==> src/rtl/imem_arb_pkg.sv <==
// Shared types and constants for the instruction-memory arbiter.
package imem_arb_pkg;

   typedef enum logic [1:0] {
      NONE  = 2'd0,
      FETCH = 2'd1,
      LOAD  = 2'd2
   } owner_e;

   localparam logic [1:0] MISALIGN_MASK = 2'b11;
   localparam int         DEF_ADDR_W    = 6;
   localparam int         DEF_DATA_W    = 32;

endpackage

==> src/rtl/imem_arbiter_if.sv <==
// Requester and memory-side signal bundle for imem_arbiter.
interface imem_arb_if
   import imem_arb_pkg::*;
#(
   parameter int ADDR_W = DEF_ADDR_W,
   parameter int DATA_W = DEF_DATA_W
) ();

   logic              fetch_req;
   logic [31:0]       fetch_addr;
   logic              fetch_gnt;
   logic              fetch_rvalid;
   logic [DATA_W-1:0] fetch_rdata;
   logic              fetch_err;

   logic              ld_req;
   logic              ld_we;
   logic [31:0]       ld_addr;
   logic [DATA_W-1:0] ld_wdata;
   logic              ld_gnt;
   logic              ld_rvalid;
   logic [DATA_W-1:0] ld_rdata;
   logic              ld_err;

   logic              mem_en;
   logic              mem_we;
   logic [ADDR_W-1:0] mem_addr;
   logic [DATA_W-1:0] mem_wdata;
   logic [DATA_W-1:0] mem_rdata;

   // Arbiter side: serves both requesters, drives the RAM.
   modport slave (
      input  fetch_req, fetch_addr, ld_req, ld_we, ld_addr, ld_wdata, mem_rdata,
      output fetch_gnt, fetch_rvalid, fetch_rdata, fetch_err,
      output ld_gnt, ld_rvalid, ld_rdata, ld_err,
      output mem_en, mem_we, mem_addr, mem_wdata
   );

   // Environment side: requesters plus the RAM model.
   modport master (
      output fetch_req, fetch_addr, ld_req, ld_we, ld_addr, ld_wdata, mem_rdata,
      input  fetch_gnt, fetch_rvalid, fetch_rdata, fetch_err,
      input  ld_gnt, ld_rvalid, ld_rdata, ld_err,
      input  mem_en, mem_we, mem_addr, mem_wdata
   );

endinterface

==> src/rtl/imem_arbiter_addr_check.sv <==
// Byte address -> word index, with misalignment and out-of-range flags.
module imem_addr_check
   import imem_arb_pkg::*;
#(
   parameter int ADDR_W = DEF_ADDR_W
) (
   input  logic [31:0]       addr,
   output logic [ADDR_W-1:0] index,
   output logic              misaligned,
   output logic              out_of_range
);

   assign index        = addr[ADDR_W+1:2];
   assign misaligned   = (addr[1:0] & MISALIGN_MASK) != 2'b00;
   assign out_of_range = (addr >> (ADDR_W + 2)) != 32'd0;

endmodule

==> src/rtl/imem_arbiter.sv <==
// Two-port arbiter for a single-port 1-cycle-latency instruction RAM.
// Optional fetch stall counter enabled by IMEM_ARB_STALL_CNT_EN.
module imem_arbiter
   import imem_arb_pkg::*;
#(
   parameter int ADDR_W  = DEF_ADDR_W,
   parameter int DATA_W  = DEF_DATA_W,
   parameter bit LD_PRIO = 1'b0
) (
   input  logic        clk,
   input  logic        reset,
   imem_arb_if.slave   bus
`ifdef IMEM_ARB_STALL_CNT_EN
   ,
   input  logic        stall_cnt_clr,
   output logic [31:0] fetch_stall_cnt
`endif
);

   logic [ADDR_W-1:0] f_idx, l_idx;
   logic              f_mis, f_oor, l_mis, l_oor;
   logic              f_bad, l_bad;
   logic              fetch_gnt, ld_gnt;

   owner_e            last_gnt, last_gnt_nxt;
   owner_e            resp_owner, resp_owner_nxt;
   logic              resp_err, resp_err_nxt;
   logic              resp_wr, resp_wr_nxt;

   logic [DATA_W-1:0] resp_data, fetch_hold, ld_hold;

   imem_addr_check #(.ADDR_W(ADDR_W)) u_fetch_chk (
      .addr         (bus.fetch_addr),
      .index        (f_idx),
      .misaligned   (f_mis),
      .out_of_range (f_oor)
   );

   imem_addr_check #(.ADDR_W(ADDR_W)) u_ld_chk (
      .addr         (bus.ld_addr),
      .index        (l_idx),
      .misaligned   (l_mis),
      .out_of_range (l_oor)
   );

   assign f_bad = f_mis | f_oor;
   assign l_bad = l_mis | l_oor;

   always_comb begin
      // NOTE: every output gets a default first so no path leaves it unassigned (no latches).
      fetch_gnt      = 1'b0;
      ld_gnt         = 1'b0;
      last_gnt_nxt   = last_gnt;
      resp_owner_nxt = NONE;
      resp_err_nxt   = 1'b0;
      resp_wr_nxt    = 1'b0;
      bus.mem_en     = 1'b0;
      bus.mem_we     = 1'b0;
      bus.mem_addr   = '0;
      bus.mem_wdata  = '0;

      if (reset) begin
         if (bus.fetch_req && bus.ld_req) begin
            if (LD_PRIO || last_gnt == FETCH) ld_gnt    = 1'b1;
            else                              fetch_gnt = 1'b1;
         end else begin
            fetch_gnt = bus.fetch_req;
            ld_gnt    = bus.ld_req;
         end
      end

      // Bad addresses are still granted and answered, but never reach the RAM.
      if (fetch_gnt) begin
         last_gnt_nxt   = FETCH;
         resp_owner_nxt = FETCH;
         resp_err_nxt   = f_bad;
         bus.mem_en     = !f_bad;
         bus.mem_addr   = f_idx;
      end else if (ld_gnt) begin
         last_gnt_nxt   = LOAD;
         resp_owner_nxt = LOAD;
         resp_err_nxt   = l_bad;
         resp_wr_nxt    = bus.ld_we;
         bus.mem_en     = !l_bad;
         bus.mem_we     = !l_bad && bus.ld_we;
         bus.mem_addr   = l_idx;
         bus.mem_wdata  = bus.ld_wdata;
      end
   end

   always_ff @(posedge clk or negedge reset) begin
      // NOTE: state registers use non-blocking assignments so all updates see pre-edge values.
      if (!reset) begin
         last_gnt   <= LOAD;
         resp_owner <= NONE;
         resp_err   <= 1'b0;
         resp_wr    <= 1'b0;
         fetch_hold <= '0;
         ld_hold    <= '0;
      end else begin
         last_gnt   <= last_gnt_nxt;
         resp_owner <= resp_owner_nxt;
         resp_err   <= resp_err_nxt;
         resp_wr    <= resp_wr_nxt;
         if (bus.fetch_rvalid) fetch_hold <= resp_data;
         if (bus.ld_rvalid)    ld_hold    <= resp_data;
      end
   end

   // Write acks and errors return zero; reads pass the RAM output straight through.
   assign resp_data = (resp_err || resp_wr) ? '0 : bus.mem_rdata;

   assign bus.fetch_gnt    = fetch_gnt;
   assign bus.fetch_rvalid = (resp_owner == FETCH);
   assign bus.fetch_err    = bus.fetch_rvalid && resp_err;
   assign bus.fetch_rdata  = bus.fetch_rvalid ? resp_data : fetch_hold;

   assign bus.ld_gnt       = ld_gnt;
   assign bus.ld_rvalid    = (resp_owner == LOAD);
   assign bus.ld_err       = bus.ld_rvalid && resp_err;
   assign bus.ld_rdata     = bus.ld_rvalid ? resp_data : ld_hold;

`ifdef IMEM_ARB_STALL_CNT_EN
   always_ff @(posedge clk or negedge reset) begin
      if (!reset)                                                     fetch_stall_cnt <= '0;
      else if (stall_cnt_clr)                                         fetch_stall_cnt <= '0;
      else if (bus.fetch_req && !fetch_gnt && fetch_stall_cnt != '1)  fetch_stall_cnt <= fetch_stall_cnt + 32'd1;
   end
`endif

endmodule

==> src/flat_wrapper.sv <==
// flat-port wrapper written by rule: the top's interface ports become plain ports
module imem_arbiter_flat import imem_arb_pkg::*;
#(
   parameter int ADDR_W  = DEF_ADDR_W,
   parameter int DATA_W  = DEF_DATA_W,
   parameter bit LD_PRIO = 1'b0
)
  (clk, reset, bus_fetch_req, bus_fetch_addr, bus_ld_req, bus_ld_we, bus_ld_addr, bus_ld_wdata, bus_mem_rdata, bus_fetch_gnt, bus_fetch_rvalid, bus_fetch_rdata, bus_fetch_err, bus_ld_gnt, bus_ld_rvalid, bus_ld_rdata, bus_ld_err, bus_mem_en, bus_mem_we, bus_mem_addr, bus_mem_wdata);
  imem_arb_if #(.ADDR_W(ADDR_W), .DATA_W(DATA_W)) bus_i ();
  input  logic clk;
  input  logic reset;
  input wire logic [$bits(bus_i.fetch_req)-1:0] bus_fetch_req;
  input wire logic [$bits(bus_i.fetch_addr)-1:0] bus_fetch_addr;
  input wire logic [$bits(bus_i.ld_req)-1:0] bus_ld_req;
  input wire logic [$bits(bus_i.ld_we)-1:0] bus_ld_we;
  input wire logic [$bits(bus_i.ld_addr)-1:0] bus_ld_addr;
  input wire logic [$bits(bus_i.ld_wdata)-1:0] bus_ld_wdata;
  input wire logic [$bits(bus_i.mem_rdata)-1:0] bus_mem_rdata;
  output wire logic [$bits(bus_i.fetch_gnt)-1:0] bus_fetch_gnt;
  output wire logic [$bits(bus_i.fetch_rvalid)-1:0] bus_fetch_rvalid;
  output wire logic [$bits(bus_i.fetch_rdata)-1:0] bus_fetch_rdata;
  output wire logic [$bits(bus_i.fetch_err)-1:0] bus_fetch_err;
  output wire logic [$bits(bus_i.ld_gnt)-1:0] bus_ld_gnt;
  output wire logic [$bits(bus_i.ld_rvalid)-1:0] bus_ld_rvalid;
  output wire logic [$bits(bus_i.ld_rdata)-1:0] bus_ld_rdata;
  output wire logic [$bits(bus_i.ld_err)-1:0] bus_ld_err;
  output wire logic [$bits(bus_i.mem_en)-1:0] bus_mem_en;
  output wire logic [$bits(bus_i.mem_we)-1:0] bus_mem_we;
  output wire logic [$bits(bus_i.mem_addr)-1:0] bus_mem_addr;
  output wire logic [$bits(bus_i.mem_wdata)-1:0] bus_mem_wdata;
  assign bus_i.fetch_req = bus_fetch_req;
  assign bus_i.fetch_addr = bus_fetch_addr;
  assign bus_i.ld_req = bus_ld_req;
  assign bus_i.ld_we = bus_ld_we;
  assign bus_i.ld_addr = bus_ld_addr;
  assign bus_i.ld_wdata = bus_ld_wdata;
  assign bus_i.mem_rdata = bus_mem_rdata;
  assign bus_fetch_gnt = bus_i.fetch_gnt;
  assign bus_fetch_rvalid = bus_i.fetch_rvalid;
  assign bus_fetch_rdata = bus_i.fetch_rdata;
  assign bus_fetch_err = bus_i.fetch_err;
  assign bus_ld_gnt = bus_i.ld_gnt;
  assign bus_ld_rvalid = bus_i.ld_rvalid;
  assign bus_ld_rdata = bus_i.ld_rdata;
  assign bus_ld_err = bus_i.ld_err;
  assign bus_mem_en = bus_i.mem_en;
  assign bus_mem_we = bus_i.mem_we;
  assign bus_mem_addr = bus_i.mem_addr;
  assign bus_mem_wdata = bus_i.mem_wdata;
  imem_arbiter #(.ADDR_W(ADDR_W), .DATA_W(DATA_W), .LD_PRIO(LD_PRIO)) u_core (.clk(clk), .reset(reset), .bus(bus_i));
endmodule
==> config.mk <==
export PLATFORM = sky130hd
export DESIGN_NAME = imem_arbiter_flat
export DESIGN_NICKNAME = d
export VERILOG_FILES = /design/src/rtl/imem_arb_pkg.sv /design/src/rtl/imem_arbiter_if.sv /design/src/rtl/imem_arbiter_addr_check.sv /design/src/rtl/imem_arbiter.sv /design/src/flat_wrapper.sv
export SDC_FILE = /design/constraint.sdc
export NUM_CORES = 1
export LEC_CHECK = 0
export BUFFER_PORTS_ARGS = -buffer_cell sky130_fd_sc_hd__clkbuf_2
export CELL_PAD_IN_SITES_DETAIL_PLACEMENT = 1
export CELL_PAD_IN_SITES_GLOBAL_PLACEMENT = 1
export CORE_MARGIN = 5
export CORE_UTILIZATION = 29
export CTS_CLUSTER_SIZE = 16
export DETAILED_ROUTE_END_ITERATION = 16
export PLACE_DENSITY_LB_ADDON = 0.1
export SYNTH_ARGS = -nofsm -noshare
export SYNTH_HDL_FRONTEND = slang
export SYNTH_SLANG_ARGS = --single-unit
==> constraint.sdc <==
create_clock -name clk -period 2.9 [get_ports clk]
set_clock_uncertainty 0.05 [all_clocks]
set_input_delay 0.145 -clock clk [delete_from_list [all_inputs] [get_ports clk]]
set_output_delay 0.145 -clock clk [all_outputs]
set_load 0.005 [all_outputs]
==> flow_summary.yaml <==
drt:
  drt_wl_total_um: 12000
  routedWlPerCell_um: 16.9
  drtPass1Iterations: 5
  drt_iter0_drc: 92
  num_vias: 3216
  via_per_inst: 4.54
  drc: 0
  detail-route-antenna-nets: 0
yosys:
  synthCells: 332
  syn-num-nets: 465
  synthArstFlopShare_pct: 100
  synth-edff-count: 0
  syn-cell-area_um2: 3050
  synth_top_area_share_pct: 56.5
  avgSynthCellArea_um2: 9.20
  netlist_top_cells_count: "nand2_1 (99), dfrtp_1 (69), o21ai_0 (65), and2_1 (34)"
  synth_top_area_cell: "dfrtp_1"
  synth_ff_type: "dfrtp_1"
  netlist_top_cells_area: "dfrtp_1 (57%), nand2_1 (12%), o21ai_0 (11%)"
  yosysMostFrequentCell: "nand2_1"
  ys_ff_latch: 70
  ys_seq_area_share_pct: 57.4
  yosysUniqueCellTypes: 23
  yosysWarnings: 0
clocking:
  clkTransAtPathRegs_ns: 0.08
  cts.path.max_buffers: 2
  post_cts_resized: 0
  cts_tree: "done"
  clock_latency_ns: 0.32
  clkSinkCount: 70
  ctsHtreeMaxLevel: 3
  cts_setup_buffers: 0
  ctsHoldBuffers: 1
  cts_root_buf: "clkbuf_8"
  cts_buffers: 9
placed_design:
  post-dp-hpwl_um: 9740
  numPortBuffers: 242
  gp_congestion: 0.805
  placed_cells: 693
grt:
  track_usage_pct: 18.8
  first_global_vias: 3563
  antenna_found_initial: 0
  grt_max_degree: 73
  globalRouteOverflowTotal: 0
  grt_pass1_wl_um: 18800
die:
  die_h_um: 113
  start_util_pct: 29.7
  fp.coreArea_um2: 10300
  io_pins: 243
  dieArea_um2: 12700
  rows: 37
  die_w_um: 113
power:
  p_total_mw: 2.77
  peakVddDrop_uv: 224
  swShare_pct: 30.8
  p_int_mw: 1.92
  p_leak_nw: 2.56
  powerDensity_nw_per_um2: 603
  pwr-share-clk_pct: 28.4
  pwr-share-comb_pct: 26.8
  p_sw_uw: 853
  pwr-share-seq_pct: 44.8
run_status:
  outcome: "finished clean"
setup_path:
  critical-path-top-delay-family: "simple AND/OR/NAND/NOR gates"
  worstPathRequired_ns: 2.71
  path_buf_inv: 2
  cp-end-kind: "output pin"
  critPathKind: "reg2out"
  slowest_delay_ns: 0.65
  path_cells: "nand2b_2, buf_4, o21ai_0, clkbuf_2"
  slowest_stage: "nand2b_2"
  startpoint_type: "flip-flop"
  path_max_fanout: 56
  crit_arrival_ns: 2.17
sta:
  drv_slew: 0
  setup_viol: 0
  maxSlewHeadroom_pct: 35.8
  fmax_mhz: 423
  final-hold-violation-count: 0
  post-route-period-util_pct: 81.5
  worst_pin_slew_ns: 0.964
  layout_min_cycle_time_ns: 2.36
  setup_tns_ns: 0
  rsz0062_at_grt: "no"
final_layout:
  nets: 702
  fin_cells: 709
  drive_gt1_share_pct: 46.8
  area_growth_pct: 50.3
  utilization_pct: 44.7
  antenna_cells: 0
  fillCellCount: 1307
worst_hold_path:
  min_path_type: "in2async"
flow_run:
  cap_violations: 0
-- state kept, by name (all words and copies together) (netlist names) --
| name | flops |
|---|---|
| u_core.fetch_hold | 32 |
| u_core.last_gnt | 2 |
| u_core.ld_hold | 32 |
| u_core.resp_err | 1 |
| u_core.resp_owner | 2 |
| u_core.resp_wr | 1 |
-- metal layers --
| layer | wire length (µm) | GRT usage, % | vias up | share of wire, % |
|---|---|---|---|---|
| li1 | - | - | 1578 | - |
| met1 | 4710 | 22.1 | 1495 | 39 |
| met2 | 6090 | 32.9 | 137 | 51 |
| met3 | 1050 | 6.15 | 6 | 8.7 |
| met4 | 118 | 4.89 | 0 | 0.99 |
| met5 | 0 | 0 | - | 0 |
-- cell usage in the layout (no fill, tap or decap), drive strengths merged, types with 3 or more instances in the layout --
cell type  instances
nand2b             3
nor2               7
inv                5
nor4              12
and2              34
buf                5
nand2             99
dfrtp             69
o21ai             66
a22o               7
clkbuf           251
-- worst paths after layout --
check,from,slack (ns),depth (start not counted),end
worst min register to register,u_core.ld_hold[10],0.45,2,u_core.ld_hold[10]
max in group asynchronous,reset,2.19,2,u_core.last_gnt[0]
worst min-delay path,reset,0.04,2,u_core.fetch_hold[2]
min in group clk,bus_mem_rdata[27],0.04,3,u_core.fetch_hold[27]
worst max-delay path,u_core.resp_owner[1],0.54,4,bus_fetch_rdata[25]
worst max register to register,u_core.resp_owner[1],1.07,3,u_core.fetch_hold[31]
-- worst reg2reg max path, cell delays in order, from the launching register on --
cell,delay (ns)
dfrtp_1,0.39
nand2b_2,0.65
buf_4,0.43
o21ai_0,0.22
-- cells by family after synthesis --
family / after synthesis / share of synthesized area, %
and+or+nand+nor: 159 / 23.9
DFF: 70 / 57.4
AOI/OAI and AO/OA: 78 / 14.8
buffers and inverters: 25 / 3.89
-- per-stage QoR --
| stage | setup slack, ns | hold WS [ns] | instance area [µm²] |
|---|---|---|---|
| 5_1_grt | 0.287 | 0.0292 | 4590 |
| 6_report | 0.536 | 0.0369 | 4590 |
| 4_1_cts | 0.467 | 0.0115 | 4590 |
| 3_5_place_dp | 0.832 | 0.347 | 4380 |
| 3_3_place_gp | 0.870 | 0.328 | 4380 |
| 2_1_floorplan | 1.59 | -0.201 | 3050 |
-- area by class of cell --
| class | count | area [µm²] | share of cell area, % |
|---|---|---|---|
| multi-input cells | 237 | 1190 | 25.9 |
| inverters | 4 | 15.0 | 0.327 |
| clock inverters | 5 | 58.8 | 1.28 |
| well taps | 136 | 170 | 3.71 |
| repair buffers | 247 | 1270 | 27.6 |
| flip-flops and latches | 70 | 1750 | 38.2 |
| clock buffers | 10 | 138 | 3.00 |
-- power groups by stage --
stage	registers (mW)	logic, mW	clock network (mW)
final	1.24	0.743	0.786
after global routing	1.27	0.849	0.862
after CTS	1.24	0.766	0.821
after detailed placement	1.26	0.762	0
after global placement	1.25	0.740	0
after floorplan	1.24	0.327	0
Note: power is estimated with default switching activity, not from simulation.
